## src/rtl/mux_rr_arbiter_pkg.sv

```systemverilog
// Shared types and constants for the round-robin arbiter in front of the 4:1 mux.
// Optional tenure limit is enabled with the ARB_BURST_LIMIT_EN macro in mux_rr_arbiter.
package mux_arb_pkg;

  localparam int N_REQ = 4;
  localparam int SEL_W = 2;

  typedef enum logic {
    IDLE,
    OWN
  } arb_state_t;

  // Callers guarantee a one-hot or zero vector; zero maps to index 0.
  function automatic logic [1:0] onehot2idx(input logic [3:0] oh);
    logic [1:0] idx;
    idx = 2'd0;
    if (oh[3])      idx = 2'd3;
    else if (oh[2]) idx = 2'd2;
    else if (oh[1]) idx = 2'd1;
    return idx;
  endfunction

endpackage

```

## src/rtl/mux_rr_arbiter_pick.sv

```systemverilog
// Combinational rotating priority picker: first set request after last_ptr, modulo 4.
// mask_owner removes the current owner so a forced rotation can only land on someone else.
module rr_pick
  import mux_arb_pkg::*;
(
  input  logic [N_REQ-1:0] req,
  input  logic [1:0]       last_ptr,
  input  logic             mask_owner,
  output logic             any,
  output logic [1:0]       idx,
  output logic [N_REQ-1:0] onehot
);

  logic [N_REQ-1:0] eff_req;
  logic [1:0]       cand;
  logic             found;

  // The owner is scanned last, so it only wins again when nobody else is asking.
  always_comb begin
    eff_req = req;
    if (mask_owner) eff_req[last_ptr] = 1'b0;
    onehot = '0;
    found  = 1'b0;
    cand   = 2'd0;
    for (int k = 1; k <= N_REQ; k++) begin
      cand = last_ptr + 2'(k);
      if (!found && eff_req[cand]) begin
        onehot[cand] = 1'b1;
        found        = 1'b1;
      end
    end
  end

  assign any = found;
  assign idx = onehot2idx(onehot);

endmodule

```

## config.mk

```make
export PLATFORM = sky130hd
export DESIGN_NAME = rr_pick
export DESIGN_NICKNAME = d
export VERILOG_FILES = /design/src/rtl/mux_rr_arbiter_pkg.sv /design/src/rtl/mux_rr_arbiter_pick.sv
export SDC_FILE = /design/constraint.sdc
export NUM_CORES = 1
export LEC_CHECK = 0
export BUFFER_PORTS_ARGS = -buffer_cell sky130_fd_sc_hd__buf_2
export CAP_MARGIN = 20
export CELL_PAD_IN_SITES_DETAIL_PLACEMENT = 0
export CELL_PAD_IN_SITES_GLOBAL_PLACEMENT = 2
export CORE_MARGIN = 8
export CORE_UTILIZATION = 30
export DETAILED_ROUTE_END_ITERATION = 7
export GPL_ROUTABILITY_DRIVEN = 0
export GPL_TIMING_DRIVEN = 0
export PLACE_DENSITY = 0.81
export SYNTH_ARGS = -nofsm -noshare
export SYNTH_HDL_FRONTEND = slang
export SYNTH_SLANG_ARGS = --single-unit
```

## constraint.sdc

```tcl
create_clock -name vclk -period 3.7
set_clock_uncertainty 0.1 [all_clocks]
set_input_delay 0.74 -clock vclk [all_inputs]
set_output_delay 0.74 -clock vclk [all_outputs]
set_load 0.05 [all_outputs]
```

; After elaboration in Yosys (flattened, before gate mapping)
; Index checks and enable logic that the tools add are counted.
[op_classes]
add_sub_neg = 3
order_cmp = 8
muxes = 28
bitwise_logic = 5
reduce_logical = 10
[op_table]
columns = operator, n
row1 = two-way mux 4 bit, 5
row2 = two-way mux 1 bit, 13
row3 = "< comparator 2 x 3 -> 1 bit, second input constant", 4
row4 = OR 4 bit, 3
row5 = binary-select mux 1 bit (select 2 bit), 4
row6 = demux 1 bit (select 2 bit), 4
row7 = "greater-or-equal comparator 2 x 1 -> 1 bit, second input constant", 4
row8 = logical AND 1 bit, 7
row9 = "adder 2 bit, second input constant", 2
row10 = AND 4 bit, 1
row11 = two-way mux 2 bit, 2
row12 = inverter 4 bit, 1
row13 = logical NOT 1 bit, 3
row14 = "adder 2 x 1 -> 2 bit, second input constant", 1
[totals]
regBits = 0
word_cells = 54

; Longest topological paths before layout
[logic_depth]
depth_word = 22
ltp_mapped = 9
ltp_nobuf = 9

; Least setup slack after synthesis
; Ideal clock, no wire load.
[synth_timing]
path_kind = input-to-output
start = input port last_ptr[0]
end = output port idx[1]
arrival_time_ns = 3.056
required_time_ns = 2.860
slack_ns = -0.196
cell_stages = 8
path_buffers = 0
path_cell_list = inv_2 -> ha_1 -> a21boi_0 -> mux2_2 -> or3_1 -> a21boi_1 -> a221o_1 -> or2_1
[synth_via]
elab_cells_between_ends = 52
[synth_rtl]
columns = element, line_no
row1 = start: declaration, mux_rr_arbiter_pick.sv:7  ; input logic [1:0] last_ptr,
row2 = < comparator 2 x 3 -> 1 bit (implied by the code) or greater-or-equal comparator 2 x 1 -> 1 bit (tied branches), "mux_rr_arbiter_pick.sv:21, mux_rr_arbiter_pick.sv:28"
row3 = logical AND 1 bit (implied by the code), "mux_rr_arbiter_pick.sv:21, mux_rr_arbiter_pick.sv:28"
row4 = two-way mux 1 bit (implied by the code), "mux_rr_arbiter_pick.sv:21, mux_rr_arbiter_pick.sv:28"
row5 = demux 1 bit (select 2 bit), "mux_rr_arbiter_pick.sv:21, mux_rr_arbiter_pick.sv:28"
row6 = inverter 4 bit (no line), -
row7 = AND 4 bit (no line), -
row8 = two-way mux 4 bit, mux_rr_arbiter_pick.sv:21  ; if (mask_owner) eff_req[last_ptr] = 1'b0;
row9 = binary-select mux 1 bit (select 2 bit), mux_rr_arbiter_pick.sv:27  ; if (!found && eff_req[cand]) begin
row10 = [5 not listed], -
row11 = logical NOT 1 bit, mux_rr_arbiter_pick.sv:27
row12 = logical AND 1 bit, mux_rr_arbiter_pick.sv:27
row13 = two-way mux 1 bit, mux_rr_arbiter_pick.sv:27
row14 = logical NOT 1 bit, mux_rr_arbiter_pick.sv:27
row15 = logical AND 1 bit, mux_rr_arbiter_pick.sv:27
row16 = two-way mux 4 bit *, mux_rr_arbiter_pick.sv:27
row17 = named net onehot[3], mux_rr_arbiter_pick.sv:11  ; output logic [N_REQ-1:0] onehot
row18 = two-way mux 2 bit *, mux_rr_arbiter_pkg.sv:17  ; if (oh[3]) idx = 2'd3;
row19 = end: declaration, mux_rr_arbiter_pick.sv:10  ; output logic [1:0] idx,
; The timed path passes the listed nets; every way through them passes the cells marked *. The select of a mux whose other input is x is not followed.

; Worst setup path in the final report
[layout_timing]
start = input port last_ptr[0]
end = output port idx[0]
[layout_via]
elab_chain_cells = 22
elab_cells_between_ends = 53
[layout_rtl]
columns = element, line_no
row1 = < comparator 2 x 3 -> 1 bit (implied by the code) or greater-or-equal comparator 2 x 1 -> 1 bit (tied branches), "mux_rr_arbiter_pick.sv:21, mux_rr_arbiter_pick.sv:28"
row2 = logical AND 1 bit (implied by the code), "mux_rr_arbiter_pick.sv:21, mux_rr_arbiter_pick.sv:28"
row3 = two-way mux 1 bit (implied by the code), "mux_rr_arbiter_pick.sv:21, mux_rr_arbiter_pick.sv:28"
row4 = demux 1 bit (select 2 bit), "mux_rr_arbiter_pick.sv:21, mux_rr_arbiter_pick.sv:28"
row5 = inverter 4 bit (no line), -
row6 = AND 4 bit (no line), -
row7 = two-way mux 4 bit, mux_rr_arbiter_pick.sv:21
row8 = binary-select mux 1 bit (select 2 bit), mux_rr_arbiter_pick.sv:27
row9 = [6 not listed], -
row10 = logical AND 1 bit, mux_rr_arbiter_pick.sv:27
row11 = two-way mux 1 bit, mux_rr_arbiter_pick.sv:27
row12 = logical NOT 1 bit, mux_rr_arbiter_pick.sv:27
row13 = logical AND 1 bit, mux_rr_arbiter_pick.sv:27
row14 = two-way mux 4 bit *, mux_rr_arbiter_pick.sv:27
row15 = two-way mux 1 bit, mux_rr_arbiter_pkg.sv:19  ; else if (oh[1]) idx = 2'd1;
row16 = two-way mux 2 bit, mux_rr_arbiter_pkg.sv:18  ; else if (oh[2]) idx = 2'd2;
row17 = two-way mux 2 bit *, mux_rr_arbiter_pkg.sv:17
; Every way passes the cells marked *; elsewhere a longest branch is shown, timed or not. The select of a mux whose other input is x is not followed.

==> load_flow_metrics.sql <==
INSERT INTO impl_metrics (metric_group, metric, value, unit) VALUES
('timing', 'fin_crit', '3.61', 'ns'),
('synth', 'seq_area_frac_synth', '0', ''),
('finish', 'drive_above_1_share', '0.554', ''),
('drt', 'routed_wl_per_cell', '14.4', 'um'),
('floorplan', 'initial_core_util', '0.316', ''),
('finish', 'nClkBuffers', '0', ''),
('global_route', 'grt_remaining_overflow', '0', ''),
('synth', 'post_synthesis_compound_gate_area_fraction', '0.403', ''),
('finish', 'layout_common_cells', 'buf_2 (10), buf_4 (5), ha_1 (4), ha_4 (4)', ''),
('synth', 'synth-xor-area-share', '0', ''),
('floorplan', 'dieArea', '2760', 'um^2'),
('timing', 'worstMarginPinSlew', '0.511', 'ns'),
('setup_path', 'crit_type', 'in2out', ''),
('setup_path', 'crit_path_cell_trace', 'buf_4, inv_6, ha_4, a21boi_1, mux4_2, o21a_4, a22o_1, a221o_2, a21o_2, clkbuf_4', ''),
('finish', 'final_cell_area', '612', 'um^2'),
('place', 'placement.cell_area', '495', 'um^2'),
('outcome', 'status', 'completed', ''),
('global_route', 'wire_length_of_the_first_global_routing_pass', '1.87', 'mm'),
('setup_path', 'cp_num_buf_inv', '3', ''),
('place', 'post-dp-hpwl', '892', 'um'),
('drt', 'ant_nets', '0', ''),
('floorplan', 'die-width', '52.5', 'um'),
('timing', 'setup_violation_total_in_the_final_timing_report', '0', ''),
('timing', 'final-max-slew-violation-count', '0', ''),
('timing', 'layout_worst_path_cycle_share', '0.976', ''),
('job', 'cap_viol_max_count', '0', ''),
('setup_path', 'data_arrival_time_of_the_critical_path', '2.77', 'ns'),
('power', 'power.density', '209', 'nW/um^2'),
('finish', 'number_of_antenna_repair_diodes', '0', ''),
('setup_path', 'critPathMaxStageDelay', '0.49', 'ns'),
('timing', 'rsz_0062_raised_after_global_routing', 'false', ''),
('drt', 'drt_pre_antenna_iters', '4', ''),
('synth', 'synth_top_family_by_area', 'compound AO/OA/AOI/OAI gates', ''),
('synth', 'synth_fa_ha_area_frac', '0.250', ''),
('synth', 'syn_inst', '48', ''),
('setup_path', 'cpLargestDelayFamily', 'compound AO/OA/AOI/OAI gates', ''),
('setup_path', 'critPathLaunchType', 'primary input', ''),
('finish', 'layout.area.seq', '0', 'um^2'),
('synth', 'yosys-mux-area-fraction', '0.162', ''),
('setup_path', 'timing.critical_path.required', '2.86', 'ns'),
('finish', 'synthToLayoutAreaGrowth', '52.8', '%'),
('global_route', 'globalRouteTotalUtil', '0.0821', ''),
('synth', 'synth_nets', '63', ''),
('drt', 'remaining_drc_errors', '0', ''),
('setup_path', 'worstPathMaxFanout', '8', ''),
('floorplan', 'std_cell_rows', '13', ''),
('cts', 'cts_hold_buf', '0', ''),
('synth', 'synth_area_per_cell', '8.34', 'um^2'),
('synth', 'yosys_warnings', '0', ''),
('finish', 'n_sequential_cell', '0', ''),
('timing', 'finalHoldViolCount', '0', ''),
('floorplan', 'design.core.area', '1270', 'um^2'),
('drt', 'routed-via-count', '443', ''),
('drt', 'initialDrtViolationCount', '3', ''),
('synth', 'yosys.cell_types.count', '24', ''),
('floorplan', 'dieHeight', '52.5', 'um'),
('setup_path', 'critical_path_s_slowest_cell', 'mux4_2', ''),
('synth', 'post_synth_and_or_nand_nor_area_fraction', '0.147', ''),
('finish', 'mostFrequentLayoutCell', 'buf_2', ''),
('setup_path', 'worstSetupEndpointType', 'output pin', ''),
('global_route', 'grt_pass1_vias', '414', ''),
('drt', 'viasPerCell', '5.54', ''),
('timing', 'slew_headroom', '0.659', ''),
('timing', 'hold-worst-slack', '2.04', 'ns'),
('timing', 'highest_clock_frequency_the_design_can_meet', '277', 'MHz'),
('synth', 'synth.cell_area', '400', 'um^2'),
('floorplan', 'boundaryPins', '14', ''),
('power', 'power.static_leakage', '0.275', 'nW'),
('hold_path', 'timing.hold.worst.class', 'in2out', ''),
('power', 'ir_drop_worst_case_vdd', '70.4', 'uV'),
('finish', 'finalNetCount', '82', ''),
('global_route', 'antenna_violations_before_repair', '0', ''),
('drt', 'drt_wl_total', '1.16', 'mm'),
('place', 'numPortBuffers', '14', ''),
('global_route', 'grt_max_degree', '9', '');
[worst paths after layout]
kind,slack [ns],depth (start not counted),from,to
max,0.09,10,last_ptr[0],idx[0]
min,2.04,4,last_ptr[0],any
[repair_timing]
item                                    4_1_cts  5_1_grt
endpoints found under the setup margin        5        2
setup buffers                                 2        1
resized for setup                            17        7
[metrics by stage]
step                cells  total power, mW  setup TNS, ns  utilization  setup slack, ns
floorplan              48           0.0864              0            -           0.0504
global placement       77            0.111         -0.935        0.391           -0.302
detailed placement     77            0.111         -0.988        0.391           -0.304
CTS                    79            0.121              0        0.457           0.0292
global route           80            0.138              0        0.482           0.0100
finish                 80            0.128              0        0.482           0.0892
[per-layer routing]
metal	up-vias	wire length (um)	global-route usage
met5	-	0	0
met1	207	501	0.105
li1	226	-	-
met2	10	592	0.150
met4	0	0	0
met3	0	62	0.00852
[report_power, final]
group / total, mW / switching [mW] / internal, mW
logic: 0.128 / 0.0807 / 0.0473
clock network: 0 / 0 / 0
registers: 0 / 0 / 0
total: 0.128 / 0.0807 / 0.0473
[tightest hold or removal path: stages]
cell and delay [ns]:
buf_4 0.18, mux2i_1 0.14, nand3_1 0.08, buf_2 0.26
[final cells by class]
| class | count | area, um^2 |
|---|---|---|
| inverters | 4 | 25.0 |
| well taps | 15 | 18.8 |
| fillers | 137 | 657 |
| multi-input cells | 44 | 462 |
| repair buffers | 17 | 106 |
[Yosys cell counts (2+ instances only)]
library cell,n,area share
ha_1,8,0.25
a21boi_0,3,0.056
a22o_1,3,0.066
inv_1,3,0.028
nand2_1,3,0.028
nand3_1,3,0.037
a21boi_1,2,0.037
a221o_1,2,0.050
a221oi_1,2,0.044
a22oi_1,2,0.037
mux2_2,2,0.056
mux2i_1,2,0.050
nor2_1,2,0.019
[cells by family (layout without fill, tap and decap cells)]
kind of cell	count (synthesis)	after routing
AOI/OAI and AO/OA	19	19
muxes	5	5
and+or+nand+nor	12	12
buffers and inverters	4	21
adders and majority gates	8	8
Power figures use the tool's default switching activity.
